[src/rtl/csr_pkg.sv]
// Shared constants and types for the CSR access controller and its arbiter.
package csr_pkg;

  localparam logic [1:0] CSR_OP_RSVD = 2'b00;
  localparam logic [1:0] CSR_OP_RW   = 2'b01;
  localparam logic [1:0] CSR_OP_RS   = 2'b10;
  localparam logic [1:0] CSR_OP_RC   = 2'b11;

  // Top two address bits equal to this mark a read-only CSR.
  localparam logic [1:0] CSR_RO_PREFIX = 2'b11;

  localparam logic REQ_CORE = 1'b0;
  localparam logic REQ_DBG  = 1'b1;

  typedef enum logic [1:0] {
    StIdle,
    StRead,
    StWrite,
    StResp
  } csr_state_e;

endpackage

[src/rtl/csr_arb2.sv]
// Two-requester arbiter (core / debug). Round-robin when CSR_ACCESS_RR_EN is
// defined, otherwise fixed priority with debug over core.
module csr_arb2
  import csr_pkg::*;
(
  input  logic       clk_i,
  input  logic       rst_ni,
  input  logic       en_i,
  input  logic [1:0] req_i,
  output logic [1:0] gnt_o,
  output logic       id_o
);

`ifdef CSR_ACCESS_RR_EN
  // Pointer holds the last winner; the other requester has priority next.
  logic r_ptr;

  always_ff @(posedge clk_i or negedge rst_ni) begin
    if (!rst_ni) begin
      r_ptr <= REQ_CORE;
    end else if (|gnt_o) begin
      r_ptr <= id_o;
    end
  end

  always_comb begin
    id_o = REQ_CORE;
    if (&req_i) begin
      id_o = ~r_ptr;
    end else if (req_i[REQ_DBG]) begin
      id_o = REQ_DBG;
    end
  end
`else
  logic w_unused_clk;
  assign w_unused_clk = clk_i ^ rst_ni;

  always_comb begin
    id_o = REQ_CORE;
    if (req_i[REQ_DBG]) begin
      id_o = REQ_DBG;
    end
  end
`endif

  always_comb begin
    gnt_o = 2'b00;
    if (en_i && (|req_i)) begin
      gnt_o[id_o] = 1'b1;
    end
  end

endmodule

[src/rtl/csr_access_ctrl.sv]
// Sequences CSRRW/CSRRS/CSRRC accesses from core or debug onto the CSR field
// bus as read-then-modify. Arbitration mode selected by CSR_ACCESS_RR_EN.
module csr_access_ctrl
  import csr_pkg::*;
#(
  parameter int unsigned ADDR_W = 12,
  parameter int unsigned DATA_W = 32
) (
  input  logic              clk_i,
  input  logic              rst_ni,
  input  logic              core_req_i,
  input  logic [1:0]        core_op_i,
  input  logic [ADDR_W-1:0] core_addr_i,
  input  logic [DATA_W-1:0] core_wdata_i,
  input  logic              core_wr_i,
  output logic              core_gnt_o,
  output logic              core_rsp_valid_o,
  output logic [DATA_W-1:0] core_rdata_o,
  output logic              core_err_o,
  input  logic              dbg_req_i,
  input  logic [1:0]        dbg_op_i,
  input  logic [ADDR_W-1:0] dbg_addr_i,
  input  logic [DATA_W-1:0] dbg_wdata_i,
  input  logic              dbg_wr_i,
  output logic              dbg_gnt_o,
  output logic              dbg_rsp_valid_o,
  output logic [DATA_W-1:0] dbg_rdata_o,
  output logic              dbg_err_o,
  output logic              csr_en_o,
  output logic [ADDR_W-1:0] csr_addr_o,
  output logic [DATA_W-1:0] csr_set_o,
  output logic [DATA_W-1:0] csr_clear_o,
  input  logic              csr_ack_i,
  input  logic [DATA_W-1:0] csr_value_i
);

  csr_state_e        r_state, w_state_nxt;
  logic [1:0]        r_op;
  logic [ADDR_W-1:0] r_addr;
  logic [DATA_W-1:0] r_wdata;
  logic [DATA_W-1:0] r_rdata;
  logic              r_wr;
  logic              r_id;
  logic              r_err;

  logic [1:0]        w_gnt;
  logic              w_win_id;
  logic              w_idle;
  logic              w_rd_err;

  assign w_idle = (r_state == StIdle);

  csr_arb2 u_arb (
    .clk_i  (clk_i),
    .rst_ni (rst_ni),
    .en_i   (w_idle),
    .req_i  ({dbg_req_i, core_req_i}),
    .gnt_o  (w_gnt),
    .id_o   (w_win_id)
  );

  assign core_gnt_o = w_gnt[REQ_CORE];
  assign dbg_gnt_o  = w_gnt[REQ_DBG];

  assign w_rd_err = !csr_ack_i || (r_op == CSR_OP_RSVD) ||
                    (r_wr && (r_addr[ADDR_W-1 -: 2] == CSR_RO_PREFIX));

  always_comb begin
    w_state_nxt = r_state;
    unique case (r_state)
      StIdle:  if (|w_gnt) w_state_nxt = StRead;
      StRead:  w_state_nxt = (w_rd_err || !r_wr) ? StResp : StWrite;
      StWrite: w_state_nxt = StResp;
      StResp:  w_state_nxt = StIdle;
      default: w_state_nxt = StIdle;
    endcase
  end

  always_ff @(posedge clk_i or negedge rst_ni) begin
    if (!rst_ni) begin
      r_state <= StIdle;
      r_op    <= CSR_OP_RSVD;
      r_addr  <= '0;
      r_wdata <= '0;
      r_rdata <= '0;
      r_wr    <= 1'b0;
      r_id    <= REQ_CORE;
      r_err   <= 1'b0;
    end else begin
      r_state <= w_state_nxt;
      if (w_idle && (|w_gnt)) begin
        r_id    <= w_win_id;
        r_op    <= (w_win_id == REQ_DBG) ? dbg_op_i    : core_op_i;
        r_addr  <= (w_win_id == REQ_DBG) ? dbg_addr_i  : core_addr_i;
        r_wdata <= (w_win_id == REQ_DBG) ? dbg_wdata_i : core_wdata_i;
        r_wr    <= (w_win_id == REQ_DBG) ? dbg_wr_i    : core_wr_i;
      end
      if (r_state == StRead) begin
        r_rdata <= w_rd_err ? '0 : csr_value_i;
        r_err   <= w_rd_err;
      end
    end
  end

  always_comb begin
    csr_en_o         = 1'b0;
    csr_addr_o       = '0;
    csr_set_o        = '0;
    csr_clear_o      = '0;
    core_rsp_valid_o = 1'b0;
    core_rdata_o     = '0;
    core_err_o       = 1'b0;
    dbg_rsp_valid_o  = 1'b0;
    dbg_rdata_o      = '0;
    dbg_err_o        = 1'b0;
    unique case (r_state)
      StRead: begin
        csr_en_o   = 1'b1;
        csr_addr_o = r_addr;
      end
      StWrite: begin
        csr_en_o   = 1'b1;
        csr_addr_o = r_addr;
        unique case (r_op)
          CSR_OP_RW: begin
            csr_set_o   = r_wdata;
            csr_clear_o = ~r_wdata;
          end
          CSR_OP_RS: csr_set_o   = r_wdata;
          CSR_OP_RC: csr_clear_o = r_wdata;
          default: ;
        endcase
      end
      StResp: begin
        if (r_id == REQ_DBG) begin
          dbg_rsp_valid_o = 1'b1;
          dbg_rdata_o     = r_rdata;
          dbg_err_o       = r_err;
        end else begin
          core_rsp_valid_o = 1'b1;
          core_rdata_o     = r_rdata;
          core_err_o       = r_err;
        end
      end
      default: ;
    endcase
  end

endmodule

[config.mk]
export PLATFORM = sky130hd
export DESIGN_NAME = csr_access_ctrl
export DESIGN_NICKNAME = d
export VERILOG_FILES = /design/src/rtl/csr_pkg.sv /design/src/rtl/csr_arb2.sv /design/src/rtl/csr_access_ctrl.sv
export SDC_FILE = /design/constraint.sdc
export NUM_CORES = 1
export LEC_CHECK = 0
export CORE_MARGIN = 8
export CORE_UTILIZATION = 40
export CTS_CLUSTER_SIZE = 16
export DETAILED_ROUTE_END_ITERATION = 8
export GPL_TIMING_DRIVEN = 0
export HOLD_SLACK_MARGIN = 0.03
export PLACE_DENSITY = 0.82
export SLEW_MARGIN = 20
export SYNTH_ARGS = -nofsm -noshare
export SYNTH_HDL_FRONTEND = slang
export SYNTH_SLANG_ARGS = --single-unit
[constraint.sdc]
create_clock -name clk_i -period 4 [get_ports clk_i]
set_clock_uncertainty 0.1 [all_clocks]
set_input_delay 0.4 -clock clk_i [delete_from_list [all_inputs] [get_ports clk_i]]
set_output_delay 0.4 -clock clk_i [all_outputs]
set_load 0.01 [all_outputs]
## Yosys cells after proc, flatten, opt, wreduce, memory -nomap -nowiden

Cells that the tools add are included.

| word-level totals | value |
|---|---|
| flip-flop bits (word level) | 83 |
| input bits | 131 |
| output and inout port bits | 147 |
| logic and storage cells | 64 |

| cells by class | value |
|---|---|
| $lt $le $gt $ge | 2 |
| equality and inequality tests | 8 |
| multiplexer cells | 30 |
| bitwise gates (word level) | 1 |
| reductions and logical operators | 15 |

Operators with widths:

| operator | number |
|---|---|
| 32-bit 2-to-1 mux | 9 |
| 32-bit one-hot mux with 2 select lines | 1 |
| 32-bit NOT | 1 |
| 12-bit 2-to-1 mux | 2 |
| 1-bit 2-to-1 mux | 13 |
| 2-bit == test (second input constant) | 5 |
| 2-bit one-hot mux with 4 select lines | 1 |
| 2-bit OR reduction | 4 |
| 2-bit 2-to-1 mux | 3 |
| 2-bit by 1-bit == test with 1-bit output (second input constant) | 2 |
| 1-bit logical AND | 4 |
| 2-bit zero test | 2 |
| 1-bit logical OR | 3 |
| 1-bit zero test | 2 |
| 1-bit by 2-bit less-than comparator with 1-bit output (second input constant) | 1 |
| 2-bit != test (second input constant) | 1 |
| 1-bit demux with 1-bit select | 1 |
| 1-bit >= comparator (second input constant) | 1 |

## Logic depth before layout (Yosys ltp)

Gate-level depths: netlist of run 1.

| depth | value |
|---|---|
| depth after elaboration | 9 |
| mapped depth | 7 |
| mapped depth without buffers | 5 |

## Cells and area by module

Synthesis of run 1 repeated with hierarchy kept, for this count alone.

| unflattened totals | value |
|---|---|
| cell total of the unflattened synthesis | 510 |
| area total of the unflattened synthesis | 4927.2 µm² |

Modules (own cells, without submodules):

| module | times used | cells each | area an instance (µm²) | seq. area each (µm²) |
|---|---|---|---|---|
| csr_access_ctrl | 1 | 507 | 4903.5 | 2077.0 |
| csr_arb2 | 1 | 3 | 23.8 | 0.0 |

## Least setup slack after synthesis of run 1

No wires, ideal clock.

| path | value |
|---|---|
| kind | flip-flop to output port |
| start point | reg r_state[0] |
| end point | out csr_clear_o[0] |
| arrival time | 1.309 ns |
| required time | 3.500 ns |
| slack | 2.191 ns |
| cell stages (with the launch flop) | 6 |
| path buffers | 2 |
| cell sequence | dfrtp_1 inv_1 ha_1 clkbuf_1 clkbuf_1 nor2b_1 |

| between the ends | value |
|---|---|
| word-level cells in the longest chain between the ends | 2 |

RTL lines:

| item | RTL line | text |
|---|---|---|
| start, declared | csr_access_ctrl.sv:37 | `csr_state_e r_state, w_state_nxt;` |
| start signal, assigned | csr_access_ctrl.sv:81 | `r_state <= StIdle;` |
| start signal, assigned | csr_access_ctrl.sv:90 | `r_state <= w_state_nxt;` |
| 2-bit == test | csr_access_ctrl.sv:116 | `unique case (r_state)` |
| 32-bit 2-to-1 mux | csr_access_ctrl.sv:116 |  |
| end, declared | csr_access_ctrl.sv:32 | `output logic [DATA_W-1:0] csr_clear_o,` |

Every way passes these cells.

## Worst setup path after layout of run 1

| path | value |
|---|---|
| start point | reg r_state[0] |
| end point | out csr_clear_o[31] |

The elaborated chain is that of the path after synthesis.

==> results of run 1 <==
==> sequential cells by signal, indices dropped and copies added (netlist names) <==
register,count
r_err,1
r_wr,1
r_addr,12
r_wdata,32
r_rdata,32
r_op,2
r_state,2
r_id,1
==> power by group <==
part           switching, mW  internal, mW  total (mW)
clock network          0.314         0.444       0.758
registers              0.318          1.23        1.54
logic                   1.46          1.44        2.90
==> logic make-up (layout without fill, tap and decap cells) <==
| logic type | count (synthesis) | in the layout |
|---|---|---|
| simple gates | 222 | 222 |
| mux | 104 | 104 |
| flops | 83 | 83 |
| compound gates | 62 | 62 |
| buf+inv | 55 | 347 |
| fa+ha+maj | 8 | 8 |
==> worst max-delay path, delay by kind of cell (launching register included) <==
family	cells	cell delay (ns)
fa+ha+maj	1	0.16
simple gates	1	0.23
flops	1	0.41
buf+inv	4	1.48
==> per-stage QoR <==
step           setup WS (ns)  total power [mW]  TNS (ns)  hold slack (ns)  area (um2)
4_1_cts               0.8127             5.244         0           0.3765        8386
6_report              0.8837             5.204         0           0.3753        8386
5_1_grt               0.6051             5.593         0           0.4029        8386
3_5_place_dp           1.211             4.463         0           0.3176        8108
3_3_place_gp         -0.4671             4.359    -38.45           0.3592        8090
2_1_floorplan          2.191             3.105         0         0.004409        5112
==> worst paths after layout <==
check,to,from,cells past startpoint
max in group asynchronous,r_rdata[4],rst_ni,3
worst min-delay path,r_addr[1],r_addr[1],2
worst min register to register,r_addr[1],r_addr[1],2
worst max register to register,r_state[1],r_state[0],4
worst max-delay path,csr_clear_o[31],r_state[0],6
min in group asynchronous,r_rdata[29],rst_ni,2
==> per-layer routing <==
metal  vias up  track usage, %
met3        17           9.080
met5         -               0
met1      2334           24.51
li1       2391               -
met2       217           39.13
met4         0           4.768
==> layout by cell type (no fill, tap or decap) <==
master,instances
dfrtp_1,83
inv_1,5
and2b_1,1
o211ai_1,1
clkbuf_2,4
nor2_1,26
nor2b_1,33
dlygate4sd3_1,1
mux2i_1,103
and2_1,47
clkbuf_4,3
a22o_1,8
o21ai_4,1
o31a_1,1
buf_8,2
mux2_2,1
clkdlybuf4s50_1,275
ha_1,8
clkbuf_8,2
clkinv_2,3
clkbuf_1,25
o21ai_0,38
nor3b_1,1
buf_12,1
inv_2,1
clkbuf_16,9
buf_4,5
a21oi_4,1
and3_1,66
buf_2,5
nand2_1,47
o21ai_1,10
nand3_1,1
a21o_1,2
buf_6,6
==> layout make-up <==
class / count / area, um2
plain buffers: 49 / 289.0
clock buffers: 11 / 252.7
clock inverters: 3 / 15.01
fillers: 1028 / 4183
inverters: 6 / 22.52
multi-input cells: 396 / 2724
flip-flops and latches: 83 / 2077
well taps: 172 / 215.2
repair buffers: 278 / 2790
==> impl_metrics.py, run 1 <==
metrics = {
    "floorplanning": {
        "ios": 278,
        "die_y_um": 129.1,
        "die_w_um": 129.1,
        "start_util_pct": 40.68,
        "core-area_mm2": 0.01257,
        "num_rows": 41,
        "die_area_mm2": 0.01666,
    },
    "synth": {
        "synth_area_mm2": 0.005112,
        "synth.avg_cell_area_um2": 9.574,
        "synthCells": 534,
        "synth_ff_type": "dfrtp_1",
        "yosys.area.top_type_share_pct": 40.63,
        "synthDistinctLibCells": 29,
        "synth_compound_area_share_pct": 7.318,
        "synth.most_common_cell": "mux2i_1",
        "synth_largest_area_cell": "dfrtp_1",
        "synth_edf_count": 0,
        "synth-seq-area-share_pct": 40.63,
        "synthAdderAreaFrac_pct": 1.958,
        "yosys.area_share.simple_pct": 23.62,
        "synthTopCellsByArea": "dfrtp_1 41%, mux2i_1 20%, and3_1 8.1%",
        "yosysWarnings": 0,
        "synth_seq_cells": 83,
        "synth_top_family_by_area": "simple AND/OR/NAND/NOR gates",
        "synth.net_count": 673,
        "synth_common_cells": "103 x mux2i_1, 83 x dfrtp_1, 66 x and3_1, 47 x and2_1, 47 x nand2_1",
        "synth-async-reset-ratio_pct": 100.0,
        "synthMuxAreaShare_pct": 20.39,
        "synth-xor-area-share_pct": 0,
    },
    "routing": {
        "vias": 4959,
        "m1WireLength_um": 7409,
        "wl_met3_um": 1983,
        "wl_per_cell_um": 18.80,
        "wl_met2_um": 9163,
        "drcViolationCount": 0,
        "routed.top_layer": "met4",
        "vias_per_cell": 4.969,
        "postRouteWirelength_um": 18760,
        "drtAntennaViolNets": 0,
        "drt_iter0_drc": 229,
        "dr.pass1.iters": 4,
    },
    "timing": {
        "worst_slew_pin_slew_ns": 0.5492,
        "fin_crit_sh_pct": 77.91,
        "slew_headroom_pct": 63.39,
        "rsz0062_at_grt": "false",
        "max_freq_mhz": 320.9,
        "period_minus_slack_ns": 3.116,
        "report.final.slew_viol_count": 0,
        "timing.final.hold_violations": 0,
        "setup_viol": 0,
    },
    "grt": {
        "grt_usage_pct": 22.18,
        "grt_antenna_before_repair": 0,
        "grt_overflow_total": 0,
        "grt_pass1_vias": 5397,
        "grt_pass1_wl_um": 28910,
        "grt_max_degree": 45,
    },
    "finish": {
        "final_cell_count_no_fill": 998,
        "final_core_util_pct": 66.72,
        "syn_to_final_growth_pct": 64.02,
        "antennaDiodeCount": 0,
        "fin_nets": 962,
        "drive_above_1_share_pct": 5.327,
    },
    "worst_setup_path": {
        "crit_path_start_kind": "flip-flop",
        "cp_slowest_stage_delay_ns": 0.58,
        "crit_path_frequent_cell": "clkbuf_1",
        "worstPathRequired_ns": 3.50,
        "arrival_ns": 2.62,
        "path_max_fanout": 10,
        "cpMaxStageDelayCell": "clkdlybuf4s50_1",
        "critical_path_class": "reg2out",
        "end_kind": "output pin",
        "crit_chain": "inv_1 -> ha_1 -> clkbuf_1 -> clkbuf_1 -> nor2b_1 -> clkdlybuf4s50_1",
        "r2r_setup_slack_ns": 2.25,
    },
    "clocking": {
        "cts_tree": "done",
        "postCtsHoldBufs": 1,
        "worstSkewPairLatency_ns": 0.33,
        "clkTransAtPathRegs_ns": 0.06,
        "clock-sinks": 83,
        "cts_buffers": 9,
        "htreeDepth": 3,
        "cts_root_buffer": "clkbuf_16",
        "post_cts_buffers": 0,
        "cts_resized": 0,
        "clk_path_buf_depth": 2,
    },
    "place": {
        "place_hpwl_um": 15360,
        "port_buffers": 276,
        "gp_congestion": 0.8760,
        "dp.cells": 983,
    },
    "pwr": {
        "peakVddDrop_mv": 0.2535,
        "cellPowerDensity_mw_per_mm2": 620.6,
        "p_leak_nw": 3.842,
    },
    "job": {
        "cap_violations": 0,
    },
    "status": {
        "status": "finished, final reports clean",
    },
    "min_path": {
        "hold_path_class": "reg2reg",
    },
}
No activity file was read; power rests on OpenSTA's default activity.
==> run 2: changes to the inputs <==
- CORE_UTILIZATION: 40 -> 36
- PLACE_DENSITY: 0.82 -> 0.78
- clock period: 4 -> 2.7 ns (I/O delays scaled with it)
==> run 2 against run 1 <==
Net effect:
- sequential share of layout area is 0.28 points lower
- combinational power up 50%
- critical path type unchanged
- sequential power is 49% higher
- worst hold slack worse by 0.055 ns
- via count shrank 0.32%
- sequential cell count is the same
- core utilization is 5.6 points lower
==> impl_metrics.py, run 2 (synthesis results as in run 1) <==
metrics = {
    "routing": {
        "routed.top_layer": "met4",
        "postRouteWirelength_um": 18830,
        "wl_met3_um": 1840,
        "drcViolationCount": 0,
        "drt_iter0_drc": 194,
        "wl_met2_um": 9158,
        "vias_per_cell": 4.914,
        "dr.pass1.iters": 4,
        "vias": 4943,
        "drtAntennaViolNets": 0,
        "m1WireLength_um": 7555,
        "wl_per_cell_um": 18.72,
    },
    "worst_setup_path": {
        "arrival_ns": 2.26,
        "r2r_setup_slack_ns": 0.84,
        "critical_path_class": "reg2out",
        "end_kind": "output pin",
        "crit_path_start_kind": "flip-flop",
        "worstPathRequired_ns": 2.33,
        "path_max_fanout": 10,
    },
    "place": {
        "gp_congestion": 0.8694,
        "place_hpwl_um": 15230,
        "port_buffers": 276,
        "dp.cells": 991,
    },
    "pwr": {
        "cellPowerDensity_mw_per_mm2": 933.1,
        "p_leak_nw": 3.906,
        "power_mw": 7.919,
        "peakVddDrop_mv": 0.3816,
    },
    "finish": {
        "drive_above_1_share_pct": 8.232,
        "fin_nets": 960,
        "final_common_cell": "clkdlybuf4s50_1",
        "antennaDiodeCount": 0,
        "reg_top3": "r_rdata x32, r_wdata x32, r_addr x12",
        "final_cell_mix": "275 x clkdlybuf4s50_1, 103 x mux2i_1, 82 x dfrtp_1",
        "syn_to_final_growth_pct": 66.01,
        "final_cell_count_no_fill": 1006,
    },
    "timing": {
        "rsz0062_at_grt": "false",
        "worst_slew_pin_slew_ns": 0.5491,
        "hold_ws_ns": 0.3202,
        "max_freq_mhz": 380.0,
        "slew_headroom_pct": 63.39,
        "timing.final.hold_violations": 0,
        "report.final.slew_viol_count": 0,
        "period_minus_slack_ns": 2.632,
        "fin_crit_sh_pct": 97.48,
        "setup_viol": 0,
    },
    "clocking": {
        "clkTransAtPathRegs_ns": 0.07,
        "post_cts_buffers": 0,
        "cts_buffers": 9,
        "clk_path_buf_depth": 2,
        "htreeDepth": 3,
        "clock-sinks": 83,
        "cts_tree": "done",
        "worstSkewPairLatency_ns": 0.33,
        "cts_root_buffer": "clkbuf_16",
    },
    "status": {
        "status": "finished, final reports clean",
    },
    "min_path": {
        "hold_path_class": "in2reg",
    },
    "grt": {
        "grt_pass1_wl_um": 28810,
        "grt_overflow_total": 0,
        "grt_pass1_vias": 5362,
        "grt_usage_pct": 19.90,
        "grt_max_degree": 44,
        "grt_antenna_before_repair": 0,
    },
    "floorplanning": {
        "num_rows": 43,
        "core-area_mm2": 0.01388,
        "die_area_mm2": 0.01827,
        "die_w_um": 135.2,
        "start_util_pct": 36.83,
        "ios": 278,
        "die_y_um": 135.2,
    },
    "job": {
        "cap_violations": 0,
    },
}
run 2: cell count changes in the layout (fill, tap and decap cells not counted), moves of 2 or more:
cell and delta:
ha_1 -3, ha_4 +2, clkinv_4 +2, clkbuf_1 -19
clkbuf_2 +15, clkbuf_4 +2
run 2: where the power goes:
part           switching, mW  internal [mW]
sequential             0.487           1.82
combinational           2.15           2.21
clock                  0.512          0.742
total                   3.15           4.77
run 2: per-layer routing:
| metal | vias to the layer above | GRT usage (%) |
|---|---|---|
| li1 | 2389 | - |
| met1 | 2308 | 22.23 |
| met2 | 223 | 34.77 |
| met3 | 23 | 7.085 |
| met4 | 0 | 5.922 |
| met5 | - | 0 |
run 2: layout make-up:
type                    instances  area (um2)
plain buffers                  47       307.8
well taps                     180       225.2
fillers                      1159        5394
flip-flops and latches         83        2078
inverters                       6       22.52
repair buffers                278        2798
clock inverters                 6       65.06
clock buffers                  10       239.0
multi-input cells             396        2751
run 2: per-stage QoR:
| step | setup TNS [ns] | setup slack, ns | cell area [um2] | utilization [%] |
|---|---|---|---|---|
| detailed placement | 0 | 0.08495 | 8125 | 58.54 |
| CTS | -0.003533 | -0.003533 | 8454 | 60.91 |
| global placement | -140.44 | -1.699 | 8100 | 58.36 |
| global route | 0 | 0.006199 | 8487 | 61.14 |
| finish | 0 | 0.06812 | 8487 | 61.14 |
| floorplan | 0 | 1.021 | 5112 | - |
run 2: final timing paths:
kind,to,cells past startpoint,from
hold reg to reg,r_addr[6],2,r_addr[6]
setup reg to reg,r_state[1],4,r_state[1]
hold / removal,r_state[1],3,dbg_req_i
min in group asynchronous,r_rdata[31],2,rst_ni
setup / recovery,csr_clear_o[18],6,r_op[1]
max in group asynchronous,r_state[1],3,rst_ni
run 2: critical path, stage by stage, from the launching register on:
cell and delay (ns):
dfrtp_1 0.40, inv_1 0.08, ha_1 0.29, clkbuf_2 0.26
mux2i_1 0.10, nor2b_1 0.21, clkdlybuf4s50_1 0.59
run 2: timing repair:
action | CTS | global route
resized for setup | 13 | 21
hold endpoints to repair | 40 | 0
setup endpoints to repair | 84 | 94
hold buffers | 1 | 0
==> edit 1 (flow settings as in run 2) <==
Register the output `dbg_err_o`, cleared by the reset; this adds one clock of latency there. The other outputs are not delayed to match.
--- a/src/rtl/csr_access_ctrl.sv
+++ b/src/rtl/csr_access_ctrl.sv
@@ -35,2 +35,4 @@
 );
+
+  logic dbg_err_d;
 
@@ -114,3 +116,3 @@
     dbg_rdata_o      = '0;
-    dbg_err_o        = 1'b0;
+    dbg_err_d        = 1'b0;
     unique case (r_state)
@@ -137,3 +139,3 @@
           dbg_rdata_o     = r_rdata;
-          dbg_err_o       = r_err;
+          dbg_err_d       = r_err;
         end else begin
@@ -148,2 +150,10 @@
 
+  always_ff @(posedge clk_i or negedge rst_ni) begin
+    if (!rst_ni) begin
+      dbg_err_o <= '0;
+    end else begin
+      dbg_err_o <= dbg_err_d;
+    end
+  end
+
 endmodule
Behaviour: not the same (Yosys sat finds a counterexample within 4 cycles, from zero or initial values and one cycle with rst_ni low).
==> edit 1 against run 2 <==
Final area rose by 0.24%; core utilization decreased by 0.092 points; worst setup slack improved by 0.048 ns; power is essentially flat; routed wire length down 1.5%; synthesized area rose by 0.49%; sequential cell count rose by 1; sequential share of layout area is 0.25 points higher; global-route usage decreased by 0.60 points.
==> edit 1: results (changes against run 2) <==
========================================================================================
Run status                                                                     completed   unchanged
GPL Wtd Cong                                                                      0.9008   was 0.8694
Via count of the first global-routing pass                                          5419   was 5362
Setup ws final                                                                 0.1166 ns   was 0.06812 ns
Power Dens Cells                                                            931.2 nW/um^2   was 933.1 nW/um^2
End point of the critical path                                              csr_clear_o[6]   was csr_clear_o[18]
Worst slew margin relative to its limit                                           61.87%   was 63.39%
Total Routed Length                                                             18.55 mm   was 18.83 mm
Arrival time worst endpoint                                                      2.21 ns   was 2.26 ns
Switching Fraction                                                                39.38%   was 39.81%
Total length of routed met2 wires                                               8.971 mm   was 9.158 mm
Total global-route track usage                                                    19.30%   was 19.90%
Post-synthesis compound-gate area fraction                                        7.282%   was 7.318%
Total half-perimeter wirelength after legalization and detailed placement       15.10 mm   was 15.23 mm
Final routed wire length divided by cell count                                  18.44 um   was 18.72 um
Avg Inst Size Synth                                                          9.603 sq um   was 9.574 sq um
Post-Place Setup Slack                                                        0.08100 ns   was 0.08495 ns
Vias post-DR                                                                        4948   was 4943
List of most frequent post-synthesis cells                                  103 x sky130_fd_sc_hd__mux2i_1, 84 x sky130_fd_sc_hd__dfrtp_1, 66 x sky130_fd_sc_hd__and3_1, 47 x sky130_fd_sc_hd__and2_1, 47 x sky130_fd_sc_hd__nand2_1   was 103 x sky130_fd_sc_hd__mux2i_1, 83 x sky130_fd_sc_hd__dfrtp_1, 66 x sky130_fd_sc_hd__and3_1, 47 x sky130_fd_sc_hd__and2_1, 47 x sky130_fd_sc_hd__nand2_1
Highest ir drop seen on vdd                                                  0.0004518 V   was 0.0003816 V
Pin count of the biggest net entering global routing                                  45   was 44
Number of DRC violations after detailed-routing iteration 0                          176   was 194
Number of placed instances with taps included                                        992   was 991
Share of synthesized area spent on multiplexers                                   20.29%   was 20.39%
Wire length of the first global-routing pass                                    28.20 mm   was 28.81 mm
Adder-cell share of the synthesized area                                          1.948%   was 1.958%
========================================================================================
-- edit 1: changes by cell type in the layout (fill, tap and decap cells not counted) --
cell                         change
sky130_fd_sc_hd__buf_2           +1
sky130_fd_sc_hd__clkbuf_2        +1
sky130_fd_sc_hd__and2b_2         +1
sky130_fd_sc_hd__and2b_1         -1
sky130_fd_sc_hd__clkinv_4        -1
sky130_fd_sc_hd__clkbuf_4        -2
sky130_fd_sc_hd__dfrtp_2         +1
sky130_fd_sc_hd__clkinvlp_4      -1
sky130_fd_sc_hd__clkbuf_8        +1
-- edit 1: area by class of cell --
cell class	instances	area (sq um)
multi-input combinational	396	2753
clock buffer	11	252.7
buffer	47	302.8
tap	180	225.2
timing repair buffer	278	2798
inverter	6	22.52
clock inverter	4	48.80
sequential	84	2105
fill	1144	5428
==> edit 2 (settings of run 2) <==
Made on the original files. The parameter `ADDR_W` goes from 12 to 10.
--- a/src/rtl/csr_access_ctrl.sv
+++ b/src/rtl/csr_access_ctrl.sv
@@ -5,3 +5,3 @@
 #(
-  parameter int unsigned ADDR_W = 12,
+  parameter int unsigned ADDR_W = 10,
   parameter int unsigned DATA_W = 32
Interface: changed (resized core_addr_i, csr_addr_o and dbg_addr_i); port bits go from 278 to 272. The function was not compared with the original's and may differ.
==> edit 2 against run 2 <==
Routed wire length down 2.6%; synthesized area down 0.73%; sequential cell count down 2; sequential share of layout area down 0.23 points; worst setup slack better by 0.042 ns; critical path type unchanged; final area down 1.6%; power down 1.3%; global-route usage down 0.56 points.
==> edit 2: results (changes against run 2) <==
========================================================================================
Run status                                                                     completed   unchanged
Wire length of the first global-routing pass                                    28.09 mm   was 28.81 mm
Cells on worst reg2reg path                                                            7   was 4
Synth Net Count                                                                      659   was 673
Root buf cell                                                               sky130_fd_sc_hd__clkbuf_16   unchanged
Pin count of the biggest net entering global routing                                  42   was 44
Count of input and output buffers                                                    270   was 276
Worst slew margin relative to its limit                                           62.00%   was 63.39%
Wire length the detailed router placed on met1                                  7.284 mm   was 7.555 mm
List of most frequent post-synthesis cells                                  101 x sky130_fd_sc_hd__mux2i_1, 81 x sky130_fd_sc_hd__dfrtp_1, 66 x sky130_fd_sc_hd__and3_1   was 103 x sky130_fd_sc_hd__mux2i_1, 83 x sky130_fd_sc_hd__dfrtp_1, 66 x sky130_fd_sc_hd__and3_1, 47 x sky130_fd_sc_hd__and2_1, 47 x sky130_fd_sc_hd__nand2_1
Arrival time worst endpoint                                                      2.22 ns   was 2.26 ns
Final critical-path share of the clock period                                     95.92%   was 97.48%
Number of DRC violations after detailed-routing iteration 0                          217   was 194
Global Route met2 Usage                                                           33.70%   was 34.77%
Combinational-cell power consumption                                             4.35 mW   was 4.36 mW
Total global-route track usage                                                    19.33%   was 19.90%
Total length of routed met2 wires                                               8.820 mm   was 9.158 mm
Regs by FF count                                                            r_rdata x32, r_wdata x32, r_addr x10   was r_rdata x32, r_wdata x32, r_addr x12
Highest ir drop seen on vdd                                                  0.0003832 V   was 0.0003816 V
Flop2flop setup slack                                                            1.03 ns   was 0.84 ns
Number of detailed-route iterations in the first pass                                  5   was 4
Ratio of cells with drive above 1 in the final layout                             8.148%   was 8.232%
Via count of the first global-routing pass                                          5266   was 5362
Fraction of met1 tracks used by global routing                                    21.20%   was 22.23%
Vias post-DR                                                                        4857   was 4943
Part of the Yosys area used for sequential elements                               39.94%   was 40.63%
Reported leakage power                                                          3.871 nW   was 3.906 nW
Number of placed instances with taps included                                        975   was 991
Total half-perimeter wirelength after legalization and detailed placement       14.87 mm   was 15.23 mm
Total Routed Length                                                             18.34 mm   was 18.83 mm
DR WL met3                                                                      1.797 mm   was 1.840 mm
Capturing point of the worst reg2reg path                                   r_rdata[29]$_DFFE_PN0P_   was r_state[1]$_DFFE_PN0P_
Post-layout nets                                                                     941   was 960
Worst hold margin                                                              0.2987 ns   was 0.3202 ns
GRT met3 Usage                                                                    6.724%   was 7.085%
DP Area                                                                       8020 sq um   was 8125 sq um
Post-synthesis cell type count                                                        31   was 29
Avg Inst Size Synth                                                          9.685 sq um   was 9.574 sq um
Post-Place Setup Slack                                                         0.3015 ns   was 0.08495 ns
Power Dens Cells                                                            935.8 nW/um^2   was 933.1 nW/um^2
Final Instance Count excl. Fillers                                                   990   was 1006
========================================================================================
[edit 2: kinds of logic (layout without fill, tap and decap cells)]
group | after synthesis | count (layout) | share of synthesized area [%]
and+or+nand+nor | 218 | 218 | 23.67
muxes | 102 | 102 | 20.14
DFF | 81 | 81 | 39.94
AOI/OAI and AO/OA | 60 | 60 | 7.175
buffers and inverters | 55 | 341 | 7.100
adders and majority gates | 8 | 8 | 1.972
[edit 2: layout make-up]
cell class | instances | area [sq um]
inverters | 6 | 22.52
plain buffers | 48 | 360.3
flip-flops and latches | 81 | 2027
fillers | 1161 | 5473
multi-input cells | 388 | 2690
well taps | 180 | 225.2
clock inverters | 3 | 40.04
clock buffers | 12 | 256.5
repair buffers | 272 | 2733
[edit 2: timing repair]
action	CTS	global route
resized for setup	10	21
cloned	0	0
hold endpoints to repair	40	0
endpoints found under the setup margin	50	78
hold buffers	1	0
